$ cat src/rtl/gfsk_bit_slicer.sv
// GFSK receive bit slicer: finds the strongest sampling phase over the preamble,
// then slices one bit per symbol at that phase from the discriminator sign.
module gfsk_bit_slicer #(
   parameter int FREQ_BIT_WIDTH    = 5,
   parameter int SAMPLE_PER_SYMBOL = 8,
   parameter int ACQ_SYMBOLS       = 8,
   parameter int ACC_BIT_WIDTH     = 10
) (
   input  logic                                 clk,
   input  logic                                 rst,
   input  logic signed [FREQ_BIT_WIDTH-1:0]     freq_sample,
   input  logic                                 freq_sample_valid,
   input  logic                                 freq_sample_valid_last,
   output logic                                 bit_out,
   output logic                                 bit_out_valid,
   output logic                                 bit_out_valid_last,
   output logic [$clog2(SAMPLE_PER_SYMBOL)-1:0] best_phase,
   output logic                                 acq_done
);

   localparam int PH_W    = $clog2(SAMPLE_PER_SYMBOL);
   localparam int ACQ_LEN = ACQ_SYMBOLS * SAMPLE_PER_SYMBOL;
   localparam int CNT_W   = $clog2(ACQ_LEN + 1);
   localparam int ABS_W   = FREQ_BIT_WIDTH + 1;
   localparam int SUM_W   = ((ACC_BIT_WIDTH > ABS_W) ? ACC_BIT_WIDTH : ABS_W) + 1;

   localparam logic [1:0] ST_IDLE  = 2'd0;
   localparam logic [1:0] ST_ACQ   = 2'd1;
   localparam logic [1:0] ST_TRACK = 2'd2;

   localparam logic [ACC_BIT_WIDTH-1:0] ACC_MAX  = '1;
   localparam logic [CNT_W-1:0]         CNT_LAST = CNT_W'(ACQ_LEN - 1);

   logic [1:0]               state;
   logic [PH_W-1:0]          ph;
   logic [CNT_W-1:0]         cnt;
   logic [ACC_BIT_WIDTH-1:0] acc      [SAMPLE_PER_SYMBOL];
   logic [ACC_BIT_WIDTH-1:0] acc_upd  [SAMPLE_PER_SYMBOL];
   logic [SUM_W-1:0]         acc_sum  [SAMPLE_PER_SYMBOL];
   logic [ABS_W-1:0]         sample_ext;
   logic [ABS_W-1:0]         sample_abs;
   logic [PH_W-1:0]          peak_idx;
   logic [ACC_BIT_WIDTH-1:0] peak_val;

   // Magnitude is one bit wider so the most negative sample keeps its full size.
   always_comb begin
      sample_ext = {freq_sample[FREQ_BIT_WIDTH-1], freq_sample};
      sample_abs = freq_sample[FREQ_BIT_WIDTH-1] ? (~sample_ext + ABS_W'(1)) : sample_ext;
   end

   // The first sample of a packet starts from cleared accumulators.
   always_comb begin
      for (int i = 0; i < SAMPLE_PER_SYMBOL; i++) begin
         acc_sum[i] = (state == ST_IDLE) ? '0 : SUM_W'(acc[i]);
         if (PH_W'(i) == ph)
            acc_sum[i] = acc_sum[i] + SUM_W'(sample_abs);
         acc_upd[i] = (acc_sum[i] > SUM_W'(ACC_MAX)) ? ACC_MAX : acc_sum[i][ACC_BIT_WIDTH-1:0];
      end
   end

   // Strict compare keeps the lowest index on ties.
   always_comb begin
      peak_idx = '0;
      peak_val = acc_upd[0];
      for (int i = 1; i < SAMPLE_PER_SYMBOL; i++) begin
         if (acc_upd[i] > peak_val) begin
            peak_val = acc_upd[i];
            peak_idx = PH_W'(i);
         end
      end
   end

   always_ff @(posedge clk) begin
      if (rst) begin
         state              <= ST_IDLE;
         ph                 <= '0;
         cnt                <= '0;
         bit_out            <= 1'b0;
         bit_out_valid      <= 1'b0;
         bit_out_valid_last <= 1'b0;
         best_phase         <= '0;
         acq_done           <= 1'b0;
         for (int i = 0; i < SAMPLE_PER_SYMBOL; i++)
            acc[i] <= '0;
      end else begin
         bit_out_valid      <= 1'b0;
         bit_out_valid_last <= 1'b0;
         if (freq_sample_valid) begin
            ph <= ph + 1'b1;
            case (state)
               ST_IDLE: begin
                  for (int i = 0; i < SAMPLE_PER_SYMBOL; i++)
                     acc[i] <= acc_upd[i];
                  cnt   <= CNT_W'(1);
                  state <= ST_ACQ;
               end
               ST_ACQ: begin
                  for (int i = 0; i < SAMPLE_PER_SYMBOL; i++)
                     acc[i] <= acc_upd[i];
                  cnt <= cnt + 1'b1;
                  if (cnt == CNT_LAST && !freq_sample_valid_last) begin
                     best_phase <= peak_idx;
                     acq_done   <= 1'b1;
                     state      <= ST_TRACK;
                  end
               end
               ST_TRACK: begin
                  if (ph == best_phase) begin
                     bit_out       <= ~freq_sample[FREQ_BIT_WIDTH-1];
                     bit_out_valid <= 1'b1;
                  end
               end
               default: state <= ST_IDLE;
            endcase
            // End of packet overrides any state transition taken above.
            if (freq_sample_valid_last) begin
               state              <= ST_IDLE;
               ph                 <= '0;
               acq_done           <= 1'b0;
               bit_out_valid_last <= 1'b1;
            end
         end
      end
   end

endmodule

$ cat config.mk
export PLATFORM = sky130hd
export DESIGN_NAME = gfsk_bit_slicer
export DESIGN_NICKNAME = d
export VERILOG_FILES = /design/src/rtl/gfsk_bit_slicer.sv
export SDC_FILE = /design/constraint.sdc
export NUM_CORES = 1
export LEC_CHECK = 0
export ABC_AREA = 0
export ABC_CLOCK_PERIOD_IN_PS = 24700
export CAP_MARGIN = 10
export CORE_ASPECT_RATIO = 0.75
export CORE_MARGIN = 4
export CORE_UTILIZATION = 50
export CTS_CLUSTER_SIZE = 14
export DETAILED_ROUTE_END_ITERATION = 8
export GPL_TIMING_DRIVEN = 0
export PLACE_DENSITY = 0.64
export RECOVER_POWER = 50
export REMOVE_ABC_BUFFERS = 1
export SLEW_MARGIN = 25
export SYNTH_ARGS = -nofsm -noshare
export SYNTH_HDL_FRONTEND = slang
export SYNTH_SLANG_ARGS = --single-unit
$ cat constraint.sdc
create_clock -name clk -period 24.7 [get_ports clk]
set_input_delay 6.175 -clock clk [delete_from_list [all_inputs] [get_ports clk]]
set_output_delay 6.175 -clock clk [all_outputs]
set_load 0.1 [all_outputs]
Word-level counts from Yosys, hierarchy flattened --
Memory sizes are Yosys's and may differ from the RTL's. Index checks and enable logic that the tools add are counted.
Operators by class: add/sub/neg operators 11, $lt $le $gt $ge 15, equal/unequal tests 13, muxes and demuxes 74, bitwise logic cells 20, reductions and logical operators 14
Operator list (number):
- 10-bit two-way mux | 38
- 10-bit by 6-bit adder with 11-bit output | 8
- 11-bit by 10-bit > comparator with 1-bit output, second input constant | 8
- 11-bit two-way mux | 8
- 10-bit > comparator | 7
- 3-bit two-way mux | 7
- 1-bit two-way mux | 16
- 1-bit bitwise OR | 16
- 7-bit one-hot mux with 2 select lines | 1
- 3-bit equality test, first input constant | 4
- 3-bit AND reduction | 4
- 7-bit by 1-bit adder with 7-bit output, second input constant | 1
- 7-bit by 6-bit equality test with 1-bit output, second input constant | 1
- 6-bit by 1-bit adder with 6-bit output, second input constant | 1
- 2-bit by 3-bit equality test with 1-bit output, first input constant | 2
- 6-bit two-way mux | 1
- 6-bit NOT | 1
- 2-bit one-hot mux with 3 select lines | 1
- 2-bit nonzero test | 3
- 2-bit two-way mux | 2
- 3-bit by 1-bit adder with 3-bit output, second input constant | 1
- 1-bit by 3-bit equality test with 1-bit output, first input constant | 1
- 3-bit equality test | 1
- 3-bit logical NOT | 1
- other kinds (11) | 13
Word-level totals: bits in registers 19, RAM bits 80, input port bits 9, output and inout port bits 7, logic and storage cells 156, memories kept 1
Memories:
- acc | depth 8, bits a word 10, read ports 8, clocked after Yosys merged registers in 0, wr ports 8, line 37 | logic [ACC_BIT_WIDTH-1:0] acc [SAMPLE_PER_SYMBOL];

Longest topological paths before layout --
Gate-level depths: netlist of the first run.
depth in word-level cells 21, gate-level depth with buffers 102

Worst setup path before layout of the first run --
Ideal clock, no wire load.
kind input -> register, start point input freq_sample[1], end point register best_phase[1], data arrival time 22.714 ns, setup slack 1.864 ns, cell stages on the path 91, buffers on the path 7, cells stage by stage inv_1 -> o21ai_0 -> ha_1 -> a21oi_1 -> maj3_1 -> o21ai_0 -> maj3_1 -> a21oi_1 -> nor2_1 -> nand2_1 -> xnor2_1 -> a21oi_1 -> ha_1 -> nand4_1 -> nor2_1 -> o21ai_0 -> nand2b_1 -> a31oi_1 -> [55 not listed] -> o21ai_0 -> o31a_1 -> clkbuf_1 -> o221ai_1 -> ha_1 -> nor2b_1 -> o21ai_0 -> nand2b_1 -> a21oi_1 -> nor2b_1 -> o21ai_0 -> nand2b_1 -> a21oi_1 -> o21ai_0 -> o31ai_1 -> nand2_1 -> o21ai_0 -> o21ai_1
On the way: word-level cells in the longest chain between the ends 21
RTL lines:
- start, declared | line 11 | input logic signed [FREQ_BIT_WIDTH-1:0] freq_sample,
- 6-bit NOT | line 48 | sample_abs = freq_sample[FREQ_BIT_WIDTH-1] ? (~sample_ext + ABS_W'(1)) : sample_ext;
- 6-bit by 1-bit adder with 6-bit output | line 48
- 6-bit two-way mux * | line 48
- 10-bit by 6-bit adder with 11-bit output | line 56 | acc_sum[i] = acc_sum[i] + SUM_W'(sample_abs);
- 11-bit two-way mux | line 55 | if (PH_W'(i) == ph)
- 11-bit by 10-bit > comparator with 1-bit output | line 57 | acc_upd[i] = (acc_sum[i] > SUM_W'(ACC_MAX)) ? ACC_MAX : acc_sum[i][ACC_BIT_WIDTH-1:0];
- 10-bit two-way mux | line 57
- 10-bit > comparator | line 66 | if (acc_upd[i] > peak_val) begin
- [5 not listed]
- 10-bit > comparator | line 66
- 10-bit two-way mux | line 66
- 10-bit > comparator | line 66
- 10-bit two-way mux | line 66
- 10-bit > comparator | line 66
- 10-bit two-way mux | line 66
- 10-bit > comparator | line 66
- 3-bit two-way mux * | line 66
- end signal, assigned | line 102 | best_phase <= peak_idx;
- end, declared | line 17 | output logic [$clog2(SAMPLE_PER_SYMBOL)-1:0] best_phase,
Every way passes the cells marked *; elsewhere a longest branch is shown, timed or not. A chain may end at the register's enable or synchronous reset.

Worst setup path after layout of the first run --
start point input freq_sample[1], end point register best_phase[0]
Same word-level chain as after synthesis.

==> flow_summary_export.csv, run 1 <==
group,metric,value,unit
outcome,status,"completed",
timing,relSlewSlack,0.125,
placement,place.gp.congestion,0.965,
critical_path,start_kind,"primary input",
clocking,cts_made_buffers,9,
placement,dp_hpwl,22800,µm
global_routing,antenna_found_initial,0,
critical_path,worst-r2r-setup-slack,6.55,ns
logic_synthesis,netlist.area_leader.share,0.219,
logic_synthesis,netlist_area,11000,µm²
floorplan,num_io_pins,16,
logic_synthesis,yosys_warnings,0,
run,maxCapViolations,0,
hold_path,whs_path_depth,2,
drt,wire_per_inst,18.3,µm
critical_path,slowest_stage,"or4_4",
hold_path,holdCritStartpoint,"bit_out$_SDFFE_PP0P_",
clocking,cts.clk_slew.worst_paths,0.08,ns
critical_path,reg2reg_to,"best_phase[0]$_SDFFE_PP0P_",
critical_path,timing.setup.critical_path_class,"primary input to register",
floorplan,coreArea,21400,µm²
timing,clock.fmax,42.5,MHz
cells_and_area,antenna_cells,0,
clocking,clock_path_buffers,2,
logic_synthesis,avgSynthCellArea,8.19,µm²
power,peakVddDrop,0.0359,mV
floorplan,row_count,46,
timing,final_hold_viol_count,0,
cells_and_area,drive_gt1_frac,0.0937,
placement,dp_slack,-2.04,ns
critical_path,cpPeakStageDelay,0.59,ns
critical_path,cp.arrival,23.81,ns
global_routing,grt_pass1_vias,8840,
logic_synthesis,synth-async-reset-ratio,0,
drt,route.detailed.drc,0,
drt,vias_per_cell,6.04,
logic_synthesis,synth_area_leader_cell,"edfxtp_1",
hold_path,min_to,"bit_out$_SDFFE_PP0P_",
critical_path,cp-end-kind,"register",
global_routing,grt_max_degree,62,
clocking,htreeDepth,3,
floorplan,die_x,179,µm
floorplan,start_util,0.513,
critical_path,cpLargestDelayFamily,"compound AO/OA/AOI/OAI gates",
timing,min_period_over_period,0.953,
clocking,cts-hold-fix-buffers,0,
power,powerDensity,70.6,nW/µm²
logic_synthesis,synth_area_leaders,"edfxtp_1, ha_1, nor2_1, a21oi_1, nand2_1",
timing,period_needed,23.55,ns
logic_synthesis,yosysSeqAreaShare,0.254,
timing,tightestPinTransition,1.31,ns
cells_and_area,finalNetCount,1489,
global_routing,grt_pass1_wl,48100,µm
clocking,insertion_delay,0.38,ns
critical_path,r2r_start,"state[0]$_SDFFE_PP0P_",
logic_synthesis,syn_inst,1339,
placement,io_buffers,15,
drt,drt-total-wl,30300,µm
drt,via_count,9989,
timing,tns,0,ns
cells_and_area,syn_to_final_growth,9.74,%
clocking,clock_sinks,99,
critical_path,path_buf_inv,7,
placement,place_area,11500,µm²
timing,skew,0.0126,ns
global_routing,gr-total-overflow,0,
critical_path,worst_ep_required_time,24.96,ns
clocking,cts_tree,"done",
logic_synthesis,synth_enable_flop_cells,80,
drt,dr.first_iter.drc_count,1125,
logic_synthesis,synth_seq_cells,99,
critical_path,ff2ff_path_depth,85,
drt,ant_nets,0,
floorplan,die_h,136,µm
cells_and_area,final_util,0.563,
clocking,root_buffer,"clkbuf_16",
hold_path,hold_path.class,"register to register",
drt,dr.pass1.iters,5,
power,p_leak,0.00541,µW
timing,fin_ws,1.15,ns
cells_and_area,postLayoutCellArea,12000,µm²
logic_synthesis,synth.distinct_cells,99,
timing,setup_viol,0,
global_routing,track_usage,0.250,
logic_synthesis,synthFlopType,"edfxtp_1",
critical_path,crit_fanout,16,
floorplan,dieArea,24400,µm²
critical_path,path_common_cell,"ha_1",
timing,drv_slew,0,
sequential cells by signal, indices dropped and copies added, names as in the netlist:
name / flops
acc: 80
acq_done: 1
best_phase: 3
bit_out: 1
bit_out_valid: 1
bit_out_valid_last: 1
cnt: 7
ph: 3
state: 2
cells by family after synthesis:
kind of cell    after synthesis  synth area share
fa+ha+maj                   125             0.147
compound gates              356             0.228
xor+xnor                     59            0.0535
simple gates                544             0.248
buf+inv                     134            0.0481
mux                          21            0.0217
flops                        99             0.254
other cells                   1          0.000342
layer usage:
| layer | wire (µm) | track usage |
|---|---|---|
| met4 | 422 | 0.0533 |
| met1 | 15300 | 0.402 |
| met2 | 12100 | 0.343 |
| met3 | 2410 | 0.0464 |
| met5 | 0 | 0 |
where the power goes:
part / internal (µW) / switching (µW)
sequential: 187 / 4.08
clock: 69.8 / 74.8
combinational: 202 / 311
placed cells by master (no fill, tap or decap), types with 11 or more instances in the layout:
cell type and n:
a211o_1 11, a211oi_1 30, a21o_1 27, a21oi_1 92, a31oi_1 11, and2_1 53
and3_1 20, buf_4 25, clkdlybuf4s50_1 11, dfxtp_1 19, edfxtp_1 80, ha_1 111
inv_1 87, nand2_1 119, nand2b_1 18, nand3_1 31, nand4_1 13, nor2_1 167
nor2b_1 33, nor3_1 32, o211ai_1 17, o21ai_0 45, o21ai_1 19, xnor2_1 31
xor2_1 23
worst register-to-register path, delay by kind of cell, from the launching register on:
family	cells	cell delay [ns]
adder cells (fa/ha/maj)	9	2.64
XOR/XNOR	1	0.14
AND/OR/NAND/NOR	36	6.46
AO/OA/AOI/OAI	31	5.95
buffers and inverters	5	0.86
flip-flops	1	0.78
multiplexers	3	1.22
Yosys cell counts (31+ instances only):
master,count
edfxtp_1,80
nor2_1,169
nand2_1,120
ha_1,111
inv_1,88
and2_1,53
a21oi_1,95
xnor2_1,31
o21ai_0,50
nor2b_1,33
clkbuf_1,38
nand3_1,32
nor3_1,32
cell type report:
type | count | area, µm²
tap | 288 | 360
multi-input combinational | 1114 | 7830
clock inverter | 6 | 48.8
inverter | 88 | 334
timing repair buffer | 49 | 440
sequential | 99 | 2780
fill | 1991 | 9320
clock buffer | 10 | 229
metrics by stage:
step	cells	power [µW]	hold WS, ns
after global placement	1603	638	0.444
after floorplan	1300	532	0.443
after global routing	1654	911	0.485
after CTS	1631	807	0.470
after detailed placement	1612	656	0.460
final	1654	849	0.464
worst max-delay path by stage:
stage                     slack, ns           start  depth (start not counted)                         end
after global routing          -0.09  freq_sample[1]                         94  best_phase[2]$_SDFFE_PP0P_
final                          1.15  freq_sample[1]                         87  best_phase[0]$_SDFFE_PP0P_
after detailed placement      -2.04  freq_sample[0]                         88  best_phase[1]$_SDFFE_PP0P_
after CTS                      0.12  freq_sample[0]                         89  best_phase[1]$_SDFFE_PP0P_
after global placement        -4.71  freq_sample[0]                         81  best_phase[2]$_SDFFE_PP0P_
after floorplan                0.57  freq_sample[1]                         78  best_phase[1]$_SDFFE_PP0P_
repair_timing:
item / in CTS / in global routing
pin swaps: 1 / 5
endpoints found under the setup margin: 3 / 3
hold endpoints to repair: 0 / 0
cloned: 1 / 0
buffers inserted: 2 / 23
resized for setup: 7 / 25
Power figures use the tool's default switching activity.
==> run 2, diff against run 1 <==
--- a/config.mk
+++ b/config.mk
@@ -5,16 +5,16 @@
 export SDC_FILE = /design/constraint.sdc
 export NUM_CORES = 1
 export LEC_CHECK = 0
-export ABC_AREA = 0
+export ABC_AREA = 1
 export ABC_CLOCK_PERIOD_IN_PS = 24700
 export CAP_MARGIN = 10
 export CORE_ASPECT_RATIO = 0.75
 export CORE_MARGIN = 4
-export CORE_UTILIZATION = 50
+export CORE_UTILIZATION = 60
 export CTS_CLUSTER_SIZE = 14
 export DETAILED_ROUTE_END_ITERATION = 8
 export GPL_TIMING_DRIVEN = 0
-export PLACE_DENSITY = 0.64
+export PLACE_DENSITY = 0.75
 export RECOVER_POWER = 50
 export REMOVE_ABC_BUFFERS = 1
 export SLEW_MARGIN = 25
==> run 2 against run 1 <==
Net effect:
- the run now ends with max-capacitance violations, max-slew violations left
- cell count grew 12%
- critical path depth shrank 2
- clock power is 3% higher
- synthesized cell count is 21% higher
- clock skew decreased by 0.0038 ns
- sequential power rose by 3%
- sequential share of layout area up 1.4 points
==> flow_summary_export.csv, run 2 <==
group,metric,value,unit
critical_path,crit_fanout,22,
timing,fin_ws,3.24,ns
drt,wl_met1,14000,µm
clocking,cts_tree,"done",
timing,min_period_over_period,0.869,
global_routing,grt_max_degree,45,
power,power_frac_clock,0.160,
power,seq_power_share,0.209,
power,p_leak,0.00595,µW
drt,wl_met3,1630,µm
outcome,status,"finished, violations left",
power,internal_power,468,µW
timing,setup_viol,0,
placement,io_buffers,15,
drt,dr.first_iter.drc_count,903,
cells_and_area,syn_to_final_growth,6.04,%
power,powerDensity,82.9,nW/µm²
placement,dp_hpwl,20700,µm
placement,place.gp.congestion,0.939,
logic_synthesis,netlist_area,10700,µm²
timing,relSlewSlack,-0.0955,
floorplan,coreArea,17100,µm²
drt,via_count,9976,
logic_synthesis,synth_area_leader_cell,"edfxtp_1",
global_routing,antenna_found_initial,0,
power,switchingPower,472,µW
critical_path,start_kind,"primary input",
drt,drt-total-wl,27200,µm
timing,drv_slew,28,
global_routing,grt_pass1_vias,9064,
logic_synthesis,syn_inst,1621,
cells_and_area,drive_gt1_frac,0.0640,
clocking,cts_made_buffers,9,
timing,tns,0,ns
clocking,insertion_delay,0.37,ns
logic_synthesis,synth_area_leaders,"edfxtp_1, ha_1, nand2_1, inv_1, nor2_1",
global_routing,grt_pass1_wl,44500,µm
critical_path,path_buf_inv,8,
drt,wire_per_inst,14.6,µm
drt,route.detailed.drc,0,
drt,routed.top_layer,"met4",
clocking,clock_sinks,99,
logic_synthesis,yosys_warnings,0,
critical_path,slowest_stage,"clkdlybuf4s50_1",
global_routing,track_usage,0.277,
logic_synthesis,netlist.area_leader.share,0.225,
critical_path,timing.setup.critical_path_class,"primary input to register",
cells_and_area,reg_top3,"acc (80), cnt (7)",
drt,dr.pass1.iters,5,
clocking,post-cts-setup-buffer-count,0,
clocking,ctsResizeCount,0,
timing,tightestPinTransition,1.64,ns
timing,final_hold_viol_count,0,
floorplan,die_h,124,µm
run,maxCapViolations,1,
timing,period_needed,21.46,ns
cells_and_area,largest_reg_flops,80,
cells_and_area,regMostFlops,"acc",
drt,ant_nets,0,
floorplan,start_util,0.624,
floorplan,num_io_pins,16,
clocking,cts.clk_slew.worst_paths,0.07,ns
critical_path,cp-end-kind,"register",
clocking,clock_path_buffers,2,
clocking,cts-hold-fix-buffers,0,
floorplan,die_x,162,µm
logic_synthesis,synthFlopType,"edfxtp_1",
critical_path,path_common_cell,"nand2_1",
power,pwr-share-comb,0.631,
critical_path,cpLargestDelayFamily,"simple AND/OR/NAND/NOR gates",
drt,met2WireLength,11200,µm
clocking,htreeDepth,3,
drt,vias_per_cell,5.36,
cells_and_area,mostFrequentLayoutCell,"nand2_1",
logic_synthesis,synth.distinct_cells,53,
power,peakVddDrop,0.0545,mV
critical_path,cpPeakStageDelay,0.99,ns
floorplan,row_count,41,
placement,dp_slack,3.41,ns
global_routing,gr-total-overflow,0,
critical_path,worst_ep_required_time,24.96,ns
cells_and_area,final_cell_mix,"nand2_1, inv_1, nor2_1",
power,netSwitchingFraction,0.502,
critical_path,cp.arrival,21.72,ns
logic_synthesis,synth_seq_cells,99,
timing,skew,0.00877,ns
hold_path,hold_path.class,"register to register",
timing,rsz0062_at_grt,"no",
timing,clock.fmax,46.6,MHz
logic_synthesis,synthTopCellsByCount,"nand2_1, inv_1, nor2_1",
floorplan,dieArea,20000,µm²
logic_synthesis,synth-async-reset-ratio,0,
cells_and_area,finalNetCount,1747,
cells_and_area,antenna_cells,0,
clocking,root_buffer,"clkbuf_16",
logic_synthesis,avgSynthCellArea,6.59,µm²
logic_synthesis,synth_enable_flop_cells,80,
logic_synthesis,yosysMostFrequentCell,"nand2_1",
outcome,failed_checks,"max-capacitance violations, max-slew violations",
logic_synthesis,yosysSeqAreaShare,0.260,
[run 2: final timing paths]
check / startpoint / end / slack (ns) / depth (start not counted)
max: freq_sample[0] / best_phase[1]$_SDFFE_PP0P_ / 3.24 / 85
max reg2reg: state[1]$_SDFFE_PP0P_ / best_phase[1]$_SDFFE_PP0P_ / 9.51 / 84
min: cnt[6]$_SDFFE_PP0P_ / cnt[6]$_SDFFE_PP0P_ / 0.48 / 2
min reg2reg: cnt[6]$_SDFFE_PP0P_ / cnt[6]$_SDFFE_PP0P_ / 0.48 / 2
[run 2: cell families (layout without fill, tap and decap cells)]
logic type / Yosys count / after routing / share of synthesized area
and+or+nand+nor: 792 / 792 / 0.328
DFF: 99 / 99 / 0.260
adders and majority gates: 119 / 119 / 0.145
AOI/OAI and AO/OA: 247 / 247 / 0.128
other: 1 / 8 / 0.000351
buffers and inverters: 350 / 346 / 0.127
xor gates and xnor gates: 13 / 13 / 0.0107
[run 2: area by class of cell]
class,count,area (µm²)
Fill cell,1586,5800
Sequential cell,99,2780
Timing Repair Buffer,19,199
Tap cell,236,295
Multi-Input combinational cell,1179,6580
Clock buffer,10,250
Clock inverter,6,52.6
Inverter,311,1170
[run 2: power groups by stage]
stage	Clock (µW)	Sequential [µW]	Combinational, µW
after CTS	152	196	582
final	150	196	593
after global placement	0	200	561
after floorplan	0	201	435
after detailed placement	0	200	578
after global routing	159	198	682
[run 2: worst min-delay path: cells and delay by family (launching register included)]
kind            cells  cell delay [ns]
compound gates      2             0.13
flops               1             0.31
[run 2: metrics by stage]
step | total power (µW) | std cells | cell area [µm²] | hold WS [ns] | util
after floorplan | 636 | 1589 | 10500 | 0.444 | -
after global placement | 761 | 1840 | 11000 | 0.465 | 0.640
after detailed placement | 778 | 1844 | 11100 | 0.468 | 0.645
after CTS | 931 | 1860 | 11400 | 0.479 | 0.663
after global routing | 1040 | 1860 | 11300 | 0.516 | 0.661
final | 940 | 1860 | 11300 | 0.481 | 0.661
[run 2: per-layer routing]
metal  vias up  global-route usage
met1      4514               0.418
met3        28              0.0440
met2       223               0.423
met5         -                   0
met4         0              0.0597
li1       5211                   -
==> run 3, diff against run 2 <==
--- a/config.mk
+++ b/config.mk
@@ -16,7 +16,6 @@
 export GPL_TIMING_DRIVEN = 0
 export PLACE_DENSITY = 0.75
 export RECOVER_POWER = 50
-export REMOVE_ABC_BUFFERS = 1
 export SLEW_MARGIN = 25
 export SYNTH_ARGS = -nofsm -noshare
 export SYNTH_HDL_FRONTEND = slang
==> run 3 against run 2 <==
Net effect:
- the run ends with max-capacitance violations left
- hold slack better by 0.0042 ns
- core utilization is 0.87 points higher
- largest cell class unchanged
- maximum frequency is 3.3% lower
- via count is 5.3% higher
- worst setup slack worse by 0.73 ns
- largest power group unchanged
- clock skew is 0.0038 ns higher
- sequential power hardly changed
- non-clock buffer count is 35 higher
- flip-flop and latch count stayed put
- sequential share of layout area is 0.32 points lower
- cell count is 1.9% higher
==> flow_summary_export.csv, run 3 (synthesized netlist as in run 2, its figures left out) <==
group,metric,value,unit
run,maxCapViolations,1,
hold_path,hold_path.class,"register to register",
placement,dp_slack,2.77,ns
global_routing,grt_max_degree,31,
timing,rsz0062_at_grt,"no",
floorplan,coreArea,17100,µm²
cells_and_area,drive_gt1_frac,0.0657,
clocking,root_buffer,"clkbuf_16",
clocking,cts_made_buffers,9,
timing,drv_slew,0,
power,powerDensity,85.5,nW/µm²
placement,place.gp.congestion,0.971,
clocking,cts.clk_slew.worst_paths,0.07,ns
placement,io_buffers,13,
cells_and_area,final_cell_mix,"nand2_1, inv_1, nor2_1",
critical_path,cp.depth,97,
drt,route.detailed.drc,0,
clocking,insertion_delay,0.37,ns
clocking,clock_path_buffers,2,
clocking,htreeDepth,3,
critical_path,path_common_cell,"nand2_1",
timing,hold_ws,0.486,ns
drt,dr.first_iter.drc_count,1099,
critical_path,ff2ff_path_depth,100,
global_routing,track_usage,0.306,
critical_path,cpPeakStageDelay,1.07,ns
clocking,clock_sinks,99,
floorplan,start_util,0.624,
timing,tns,0,ns
cells_and_area,reg_top3,"acc (80), cnt (7)",
critical_path,worst_ep_required_time,24.96,ns
critical_path,crit_fanout,10,
outcome,status,"finished, violations left",
power,p_leak,0.00602,µW
timing,fin_ws,2.50,ns
clocking,cts_tree,"done",
timing,final_hold_viol_count,0,
timing,tightestPinTransition,1.49,ns
critical_path,r2r_start,"state[1]$_SDFFE_PP0P_",
clocking,ctsResizeCount,0,
floorplan,num_io_pins,16,
floorplan,die_h,124,µm
timing,relSlewSlack,0.00540,
drt,drt-total-wl,30200,µm
drt,via_count,10500,
critical_path,timing.setup.critical_path_class,"primary input to register",
hold_path,holdCritStartpoint,"cnt[6]$_SDFFE_PP0P_",
outcome,failed_checks,"max-capacitance violations",
power,peakVddDrop,0.0511,mV
floorplan,die_x,162,µm
critical_path,cpLargestDelayFamily,"simple AND/OR/NAND/NOR gates",
cells_and_area,final_util,0.670,
cells_and_area,postLayoutCellArea,11500,µm²
floorplan,dieArea,20000,µm²
cells_and_area,largest_reg_flops,80,
timing,period_needed,22.20,ns
global_routing,grt_pass1_vias,9178,
global_routing,antenna_found_initial,0,
hold_path,min_to,"cnt[6]$_SDFFE_PP0P_",
critical_path,path_buf_inv,19,
drt,dr.pass1.iters,8,
hold_path,whs_path_depth,2,
global_routing,gr-total-overflow,0,
critical_path,reg2reg_to,"best_phase[2]$_SDFFE_PP0P_",
drt,vias_per_cell,5.54,
timing,setup_viol,0,
global_routing,grt_pass1_wl,48000,µm
timing,skew,0.0126,ns
critical_path,start_kind,"primary input",
clocking,cts-hold-fix-buffers,0,
cells_and_area,finalNetCount,1782,
cells_and_area,syn_to_final_growth,7.43,%
timing,min_period_over_period,0.899,
drt,ant_nets,0,
clocking,post-cts-setup-buffer-count,0,
critical_path,cp-end-kind,"register",
floorplan,row_count,41,
critical_path,worst-r2r-setup-slack,5.61,ns
drt,wire_per_inst,15.9,µm
placement,place_area,11200,µm²
cells_and_area,antenna_cells,0,
cells_and_area,mostFrequentLayoutCell,"nand2_1",
critical_path,cp.arrival,22.45,ns
cells_and_area,regMostFlops,"acc",
placement,dp_hpwl,23400,µm
timing,clock.fmax,45.1,MHz
critical_path,slowest_stage,"clkdlybuf4s50_1",
-- run 3: cell count changes in the layout (fill, tap and decap cells not counted), moves of 2 or more --
cell,change
buf_12,-2
buf_6,+4
buf_1,+4
clkbuf_1,+25
buf_2,+4
-- run 3: power breakdown --
part	total [µW]	switching (µW)	internal, µW
Clock	157	72.2	84.9
Combinational	628	417	211
Sequential	197	4.16	192
Total	982	493	489
-- run 3: worst max path at each step --
stage | slack (ns) | startpoint | endpoint
3_5_place_dp | 2.77 | freq_sample[0] | best_phase[2]$_SDFFE_PP0P_
6_report | 2.50 | freq_sample[0] | best_phase[2]$_SDFFE_PP0P_
3_3_place_gp | 1.98 | freq_sample[0] | best_phase[2]$_SDFFE_PP0P_
5_1_grt | 1.27 | freq_sample[0] | best_phase[2]$_SDFFE_PP0P_
2_1_floorplan | 6.30 | freq_sample[4] | best_phase[2]$_SDFFE_PP0P_
4_1_cts | 3.07 | freq_sample[0] | best_phase[2]$_SDFFE_PP0P_
-- run 3: final cells by class --
class / instances / area [µm²]
Buffer: 39 / 185
Clock buffer: 12 / 289
Clock inverter: 4 / 35.0
Fill cell: 1622 / 5650
Inverter: 311 / 1170
Multi-Input combinational cell: 1179 / 6580
Sequential cell: 99 / 2780
Tap cell: 236 / 295
Timing Repair Buffer: 15 / 145
-- run 3: worst min-delay path, cell delays in order (launching register included) --
cell	delay, ns
dfxtp_1	0.31
o21ai_0	0.07
a21oi_1	0.06
-- run 3: per-layer routing --
| metal | share of wire | track usage |
|---|---|---|
| met1 | 0.49 | 0.481 |
| met2 | 0.40 | 0.442 |
| met3 | 0.099 | 0.0440 |
| met5 | 0 | 0 |
| met4 | 0.014 | 0.0740 |
-- run 3: per-stage QoR --
stage               instances  total power, µW
floorplan                1628              654
global placement         1877              791
detailed placement       1879              808
CTS                      1895              966
global route             1895             1070
finish                   1895              982
